File: config.mk
export PLATFORM = sky130hd
export DESIGN_NAME = mult_div_unit
export DESIGN_NICKNAME = d
export VERILOG_FILES = /design/src/rtl/mdu_pkg.sv /design/src/rtl/mdu_sign_fix.sv /design/src/rtl/mult_div_unit.sv
export SDC_FILE = /design/constraint.sdc
export NUM_CORES = 1
export LEC_CHECK = 0
export BUFFER_PORTS_ARGS = -buffer_cell sky130_fd_sc_hd__buf_4
export CAP_MARGIN = 20
export CORE_ASPECT_RATIO = 1.2
export CORE_MARGIN = 5
export CORE_UTILIZATION = 50
export DETAILED_ROUTE_END_ITERATION = 6
export PLACE_DENSITY_LB_ADDON = 0.12
export SYNTH_ARGS = -nofsm -noshare
export SYNTH_HDL_FRONTEND = slang
export SYNTH_SLANG_ARGS = --single-unit
File: constraint.sdc
create_clock -name clk -period 10.55 [get_ports clk]
set_input_delay 3.165 -clock clk [delete_from_list [all_inputs] [get_ports clk]]
set_output_delay 3.165 -clock clk [all_outputs]
set_load 0.005 [all_outputs]
File: src/rtl/mdu_pkg.sv
// Shared types for the multiply/divide unit: operation codes, FSM states, constants.
// Optional build macro MDU_FAST_MUL_EN (see mult_div_unit.sv) needs nothing from here.
package mdu_pkg;

    typedef enum logic [2:0] {
        MULT  = 3'd0,
        MULTU = 3'd1,
        DIV   = 3'd2,
        DIVU  = 3'd3,
        MTHI  = 3'd4,
        MTLO  = 3'd5
    } mdu_op_t;

    typedef enum logic [1:0] {
        IDLE = 2'd0,
        CALC = 2'd1,
        FIX  = 2'd2
    } mdu_state_t;

    // Sliced to WIDTH by the user; wide enough for any operand width up to 64.
    localparam logic [63:0] DIV0_LO = '1;

endpackage

File: src/rtl/mdu_sign_fix.sv
// Final sign correction of the unsigned raw result into architectural {hi, lo}.
// Multiply: whole product negated on sign mismatch. Divide: quotient and remainder fixed separately.
module mdu_sign_fix #(
    parameter int WIDTH = 32
) (
    input  logic [2*WIDTH-1:0] raw,
    input  logic               sign_a,
    input  logic               sign_b,
    input  logic               is_div,
    output logic [2*WIDTH-1:0] result
);

    always_comb begin
        result = raw;
        if (is_div) begin
            result[WIDTH-1:0]       = (sign_a ^ sign_b) ? -raw[WIDTH-1:0] : raw[WIDTH-1:0];
            result[2*WIDTH-1:WIDTH] = sign_a ? -raw[2*WIDTH-1:WIDTH] : raw[2*WIDTH-1:WIDTH];
        end else if (sign_a ^ sign_b) begin
            result = -raw;
        end
    end

endmodule

File: src/rtl/mult_div_unit.sv
// EX-stage iterative multiply/divide unit owning HI/LO; MTHI/MTLO complete in one cycle.
// Build macro MDU_FAST_MUL_EN: MULT/MULTU skip CALC and use a single-cycle multiplier in FIX.
module mult_div_unit
    import mdu_pkg::*;
#(
    parameter int WIDTH = 32,
    parameter int CNT_W = 6
) (
    input  logic             clk,
    input  logic             reset,
    input  logic             start,
    input  logic [2:0]       op,
    input  logic [WIDTH-1:0] a,
    input  logic [WIDTH-1:0] b,
    input  logic             cancel,
    output logic             busy,
    output logic             done,
    output logic [WIDTH-1:0] hi,
    output logic [WIDTH-1:0] lo
);

    mdu_state_t         state, state_next;
    logic [CNT_W-1:0]   cnt;
    logic [WIDTH-1:0]   opb;
    logic [2*WIDTH-1:0] acc, acc_step, raw, fixed;
    logic               is_div, sign_a, sign_b, div0;
    logic               is_md, is_mul, is_signed, accept;
    logic [WIDTH-1:0]   abs_a, abs_b;
    logic [WIDTH:0]     mul_sum, div_trial, div_diff;

    always_comb begin
        is_md     = 1'b0;
        is_mul    = 1'b0;
        is_signed = 1'b0;
        case (op)
            MULT:    begin is_md = 1'b1; is_mul = 1'b1; is_signed = 1'b1; end
            MULTU:   begin is_md = 1'b1; is_mul = 1'b1; end
            DIV:     begin is_md = 1'b1; is_signed = 1'b1; end
            DIVU:    is_md = 1'b1;
            default: ;
        endcase
    end

    // A start is only honoured in IDLE and never in the same cycle as cancel.
    assign accept = (state == IDLE) && start && !cancel;
    assign abs_a  = (is_signed && a[WIDTH-1]) ? -a : a;
    assign abs_b  = (is_signed && b[WIDTH-1]) ? -b : b;
    assign busy   = (state != IDLE);

    always_comb begin
        state_next = state;
        case (state)
            IDLE: begin
                if (accept && is_md) begin
`ifdef MDU_FAST_MUL_EN
                    state_next = is_mul ? FIX : CALC;
`else
                    state_next = CALC;
`endif
                end
            end
            CALC: begin
                if (cancel)
                    state_next = IDLE;
                else if (cnt == '0)
                    state_next = FIX;
            end
            FIX:     state_next = IDLE;
            default: state_next = IDLE;
        endcase
    end

    always_ff @(posedge clk or posedge reset) begin
        if (reset)
            state <= IDLE;
        else
            state <= state_next;
    end

    // acc = {upper, lower}: product accumulator for multiply, {remainder, dividend/quotient} for divide.
    always_comb begin
        mul_sum   = {1'b0, acc[2*WIDTH-1:WIDTH]} + (acc[0] ? {1'b0, opb} : '0);
        div_trial = acc[2*WIDTH-1:WIDTH-1];
        div_diff  = div_trial - {1'b0, opb};
        if (!is_div)
            acc_step = {mul_sum, acc[WIDTH-1:1]};
        else if (div_diff[WIDTH])
            acc_step = {div_trial[WIDTH-1:0], acc[WIDTH-2:0], 1'b0};
        else
            acc_step = {div_diff[WIDTH-1:0], acc[WIDTH-2:0], 1'b1};
    end

`ifdef MDU_FAST_MUL_EN
    assign raw = is_div ? acc : ({{WIDTH{1'b0}}, acc[WIDTH-1:0]} * {{WIDTH{1'b0}}, opb});
`else
    assign raw = acc;
`endif

    mdu_sign_fix #(.WIDTH(WIDTH)) u_sign_fix (
        .raw    (raw),
        .sign_a (sign_a),
        .sign_b (sign_b),
        .is_div (is_div),
        .result (fixed)
    );

    always_ff @(posedge clk or posedge reset) begin
        if (reset) begin
            cnt    <= '0;
            opb    <= '0;
            acc    <= '0;
            is_div <= 1'b0;
            sign_a <= 1'b0;
            sign_b <= 1'b0;
            div0   <= 1'b0;
            hi     <= '0;
            lo     <= '0;
            done   <= 1'b0;
        end else begin
            done <= 1'b0;
            case (state)
                IDLE: begin
                    if (accept && is_md) begin
                        is_div <= !is_mul;
                        sign_a <= is_signed & a[WIDTH-1];
                        sign_b <= is_signed & b[WIDTH-1];
                        opb    <= abs_b;
                        acc    <= {{WIDTH{1'b0}}, abs_a};
                        div0   <= !is_mul && (b == '0);
                        cnt    <= CNT_W'(WIDTH - 1);
                    end else if (accept && op == MTHI) begin
                        hi <= a;
                    end else if (accept && op == MTLO) begin
                        lo <= a;
                    end
                end
                CALC: begin
                    if (!cancel) begin
                        acc <= acc_step;
                        cnt <= cnt - 1'b1;
                    end
                end
                FIX: begin
                    // Divide by zero keeps hi = a via the remainder path; only lo needs forcing.
                    if (!cancel) begin
                        hi   <= fixed[2*WIDTH-1:WIDTH];
                        lo   <= div0 ? DIV0_LO[WIDTH-1:0] : fixed[WIDTH-1:0];
                        done <= 1'b1;
                    end
                end
                default: ;
            endcase
        end
    end

endmodule

# Yosys cells after proc, flatten, opt, wreduce, memory -nomap -nowiden
# Index checks and enable logic that the tools add are counted.
[totals]
out_inout_bits = 66
ff_bits = 173
inputBits = 71
word_cells = 96
[classes]
eq_ne = 15
bitwise_logic = 3
add_sub_neg = 8
muxes = 34
n_reduce_logical = 25
[ops]
columns = ["op", "n"]
rows = [
  ["32-bit 2-to-1 mux", 13],
  ["64-bit 2-to-1 mux", 6],
  ["32-bit negation", 4],
  ["32-bit one-hot mux with 2 select lines", 2],
  ["64-bit one-hot mux with 2 select lines", 1],
  ["64-bit negation", 1],
  ["32-bit by 32-bit adder with 33-bit output", 1],
  ["33-bit by 32-bit subtractor with 33-bit output", 1],
  ["32-bit logical NOT", 1],
  ["6-bit 2-to-1 mux", 2],
  ["6-bit one-hot mux with 2 select lines", 1],
  ["1-bit logical AND", 8],
  ["2-bit != test (second input constant)", 4],
  ["3-bit by 2-bit == test with 1-bit output (second input constant)", 2],
  ["3-bit == test (second input constant)", 2],
  ["6-bit logical NOT", 1],
  ["2-bit 2-to-1 mux", 3],
  ["2-bit by 1-bit != test with 1-bit output (second input constant)", 3],
  ["2-bit nonzero test", 3],
  ["6-bit by 1-bit subtractor with 6-bit output (second input constant)", 1],
  ["1-bit 2-to-1 mux", 5],
  ["5-bit AND reduction", 1],
  ["2-bit one-hot mux with 2 select lines", 1],
  ["2-bit AND reduction", 2],
  ["other kinds (13)", 16],
]

# Logic depth before layout (Yosys ltp)
[logic_depth]
word_depth = 8
depth_mapped = 16
depth_no_buf = 14

# By module
# Synthesis repeated with hierarchy kept, for this count alone.
[hier_totals]
hier_cells = 1893
hier_area_um2 = 15058.2
[modules_own_cells]
columns = ["module", "area_each_um2", "seq_area_each_um2", "cells_per_inst", "n_inst"]
rows = [
  ["mult_div_unit", 12924.9, 4329.2, 1565, 1],
  ["mdu_sign_fix", 2133.3, 0.0, 328, 1],
]

# Least setup slack after synthesis
# Ideal clock, no wire load.
[synth_path]
path_type = "in2reg"
from = "input port a[5]"
to = "register acc[29]"
path_buffers = 0
stages = 8
required_ns = 10.417
setup_ns = 0.133
setup_slack_ns = 5.227
t_arrival_ns = 5.190
path_cell_list = "or3_1 > or3_1 > nor4_1 > and3_1 > nand2_1 > o31ai_1 > xor2_1 > o21ai_0"
[synth_via]
elab_chain_cells = 4
[synth_rtl]
columns = ["item", "line_no", "text"]
rows = [
  ["start, declared", "mult_div_unit.sv:13", "input logic [WIDTH-1:0] a,"],
  ["32-bit negation", "mult_div_unit.sv:46", "assign abs_a = (is_signed && a[WIDTH-1]) ? -a : a;"],
  ["32-bit 2-to-1 mux", "mult_div_unit.sv:46", ""],
  ["64-bit 2-to-1 mux", "mult_div_unit.sv:123", "if (accept && is_md) begin"],
  ["64-bit one-hot mux with 2 select lines", "mult_div_unit.sv:121", "case (state)"],
  ["end signal, assigned", "mult_div_unit.sv:128", "acc <= {{WIDTH{1'b0}}, abs_a};"],
  ["end signal, assigned", "mult_div_unit.sv:139", "acc <= acc_step;"],
  ["end, declared", "mult_div_unit.sv:25", "logic [2*WIDTH-1:0] acc, acc_step, raw, fixed;"],
]
# Every way passes these cells. The select of a mux whose other input is x is not followed.
# A chain may end at the register's enable or synchronous reset.

# Worst setup path after layout
[layout_path]
from = "input port b[4]"
to = "register opb[30]"
[layout_via]
elab_chain_cells = 2
[layout_rtl]
columns = ["item", "line_no", "text"]
rows = [
  ["start, declared", "mult_div_unit.sv:14", "input logic [WIDTH-1:0] b,"],
  ["32-bit negation", "mult_div_unit.sv:47", "assign abs_b = (is_signed && b[WIDTH-1]) ? -b : b;"],
  ["32-bit 2-to-1 mux", "mult_div_unit.sv:47", ""],
  ["end signal, assigned", "mult_div_unit.sv:127", "opb <= abs_b;"],
  ["end, declared", "mult_div_unit.sv:24", "logic [WIDTH-1:0] opb;"],
]
# Every way passes these cells.

==> flow_summary.ini <==
[worst_hold_path]
worstHoldStart = opb[23]$_DFFE_PP0P_
hold_class = reg -> reg
holdPathStages = 2
holdPathEnd = opb[23]$_DFFE_PP0P_

[logic_synthesis]
yosysTopAreaCell = dfrtp_1
synth_cell_type_count = 78
synth.most_common_cell = o21ai_0
synth_area_leaders = dfrtp_1 30%, o21ai_0 8.2%, ha_1 6.0%, xnor2_1 5.5%, nand2_1 5.4%
synth_nets = 2013
synth.top_cell.area_share_pct = 29.8
ys_ff_latch = 173
synth_area_um2 = 14500
syn_inst = 1870
synth_edf_count = 0
yosys_most_used_dff = dfrtp_1
ys_top_cells_by_count = 238 x o21ai_0, 211 x nand2_1, 173 x dfrtp_1, 163 x nor2_1, 142 x a21oi_1
ys_warn_count = 0
ys_async_sr_fraction_pct = 100
ys_seq_area_share_pct = 29.8
avgSynthCellArea_um2 = 7.78

[clocking]
clk_latency_ns = 0.45
cts_buffer_depth = 2
ctsHoldBuffers = 0
clk_pin_slew_ns = 0.07
ctsResizeCount = 0
cts_buffers = 17
post-cts-setup-buffers = 0
clock_sinks = 173
cts_tree = built
cts-root-buf = clkbuf_16
htree_levels = 4

[status]
run_status = finished, final reports clean

[global_routing]
grt_pass1_vias = 13617
overflow = 0
grt_max_degree = 79
grt_pass1_wl_um = 71300
grt_antenna_before_repair = 0
track_usage_pct = 26.6

[floorplan]
fp.dieW_um = 166
core-area_um2 = 28800
placementRows = 68
dieHeight_um = 197
die_area_um2 = 32600
start_util_pct = 50.6
io_pins = 137

[cells_and_area]
nets = 2074
fill_cells = 2828
stdcell_count = 2329
syn_to_final_growth_pct = 12.6
drive_gt1_share_pct = 11.7
n_antenna_cell = 0

[worst_setup_path]
path_cells = buf_4 > nor4_1 > nand2_1 > nor4_1 > nand2_1 > nor4_1 > a21oi_1 > xnor2_1 > o21ai_0
cp_common_cell = nor4_1
crit_type = in -> reg
regToRegStartpoint = acc[31]$_DFFE_PP0P_
max_stage_delay_ns = 0.65
r2r-end = acc[33]$_DFFE_PP0P_
cp_data_required_time_ns = 10.85
cp_max_fo = 4
reg2reg_slack_ns = 6.12
start_kind = primary input
crit_arrival_ns = 5.71
reg2reg_depth = 14
cp_slowest_cell = nor4_1
crit_path_end_kind = flip-flop

[placement]
place_congestion = 0.920
place_inst = 2297
dp_hpwl_um = 33500
port_buffers = 136
dp_slack_ns = 4.61

[drt]
drc = 0
vias = 13980
routed_wl_um = 44700
dr.first_iter.drc_count = 947
viasPerCell = 6.00
first_pass_iters = 5
wire_per_inst_um = 19.2
ant_nets = 0

[sta]
clock_skew_ns = 0.0168
relSlewSlack_pct = 31.0
fin_crit_ns = 5.41
setup_slack_ns = 5.14
finalCritPeriodShare_pct = 51.3
fin_setup_tns_ns = 0
max_freq_mhz = 185
timing.final.hold_violations = 0
slew_viol_final = 0
rsz0062_at_grt = no
tightest_slew_ns = 1.03
finalSetupViolations = 0

[power_and_ir_drop]
vdd_drop_max_uv = 139
p_total_w = 0.00406
p_leak_nw = 7.23
powerDensity_nw_per_um2 = 248

[flow_run]
drv_cap = 0
## cells in the final DEF (no fill, tap or decap), types with 33 or more instances in the layout
| master | count |
|---|---|
| xnor2_1 | 90 |
| ha_1 | 70 |
| buf_4 | 156 |
| xor2_1 | 82 |
| nand2_1 | 211 |
| dfrtp_1 | 172 |
| o21ai_0 | 237 |
| inv_1 | 66 |
| nand3_1 | 37 |
| nor2_1 | 161 |
| nor3_1 | 44 |
| a21oi_1 | 142 |
| o22ai_1 | 33 |
| mux2i_1 | 46 |
## sequential cells by signal, indices dropped and copies added, names as in the netlist
name    flops
done        1
opb        32
hi         32
sign_b      1
sign_a      1
lo         32
cnt         6
state       2
div0        1
acc        64
is_div      1
## cells by family (layout without fill, tap and decap cells)
logic type	Yosys count	in the layout	share of synthesized area, %
fa+ha+maj	72	72	6.30
xor+xnor	175	175	10.5
buf+inv	181	255	4.82
simple gates	608	608	20.0
flops	173	173	29.8
compound gates	614	614	25.4
mux	47	47	3.24
## metal layers
layer  share of wire [%]  vias up  GRT usage [%]
met5                   0        -              0
met2                  49      464           47.4
met4                 3.3        0           10.4
met1                  43     6594           33.1
li1                    -     6832              -
met3                 5.3       90           3.23
## worst max-delay path: cells and delay by family
| kind | cells | cell delay (ns) |
|---|---|---|
| buffers and inverters | 1 | 0.12 |
| AND/OR/NAND/NOR | 5 | 1.96 |
| XOR/XNOR | 1 | 0.18 |
| AO/OA/AOI/OAI | 2 | 0.26 |
## power breakdown
group	internal (W)	switching, W	leakage (nW)
Sequential	0.000844	0.000294	2.17
Clock	0.000326	0.000293	0.264
Combinational	0.000965	0.00134	4.79
Total	0.00213	0.00193	7.23
## per-stage QoR
| step | hold WS, ns | cell area [µm²] | util [%] |
|---|---|---|---|
| 6_report | 0.478 | 16400 | 57.0 |
| 3_5_place_dp | 0.471 | 15800 | 55.1 |
| 5_1_grt | 0.503 | 16400 | 57.0 |
| 4_1_cts | 0.487 | 16400 | 57.0 |
| 2_1_floorplan | 0.450 | 14500 | - |
| 3_3_place_gp | 0.462 | 15800 | 55.1 |
## how the worst max path moves through the flow
| stage | from | endpoint | slack (ns) | cells after the start |
|---|---|---|---|---|
| floorplan | reset | acc[0]$_DFFE_PP0P_ | 2.70 | 1 |
| global placement | b[4] | opb[28]$_DFFE_PP0P_ | 4.72 | 9 |
| detailed placement | b[4] | opb[30]$_DFFE_PP0P_ | 4.61 | 9 |
| CTS | b[4] | opb[30]$_DFFE_PP0P_ | 5.07 | 9 |
| global route | b[4] | opb[30]$_DFFE_PP0P_ | 4.89 | 9 |
| finish | b[4] | opb[30]$_DFFE_PP0P_ | 5.14 | 9 |
## area by class of cell
| type | count | area (µm²) | share of cell area (%) |
|---|---|---|---|
| Clock buffer | 19 | 433 | 2.64 |
| Timing Repair Buffer | 156 | 1170 | 7.15 |
| Inverter | 67 | 256 | 1.57 |
| Multi-Input combinational cell | 1516 | 9590 | 58.6 |
| Clock inverter | 13 | 116 | 0.710 |
| Sequential cell | 173 | 4330 | 26.4 |
| Tap cell | 385 | 482 | 2.94 |
Power figures use the tool's default switching activity.
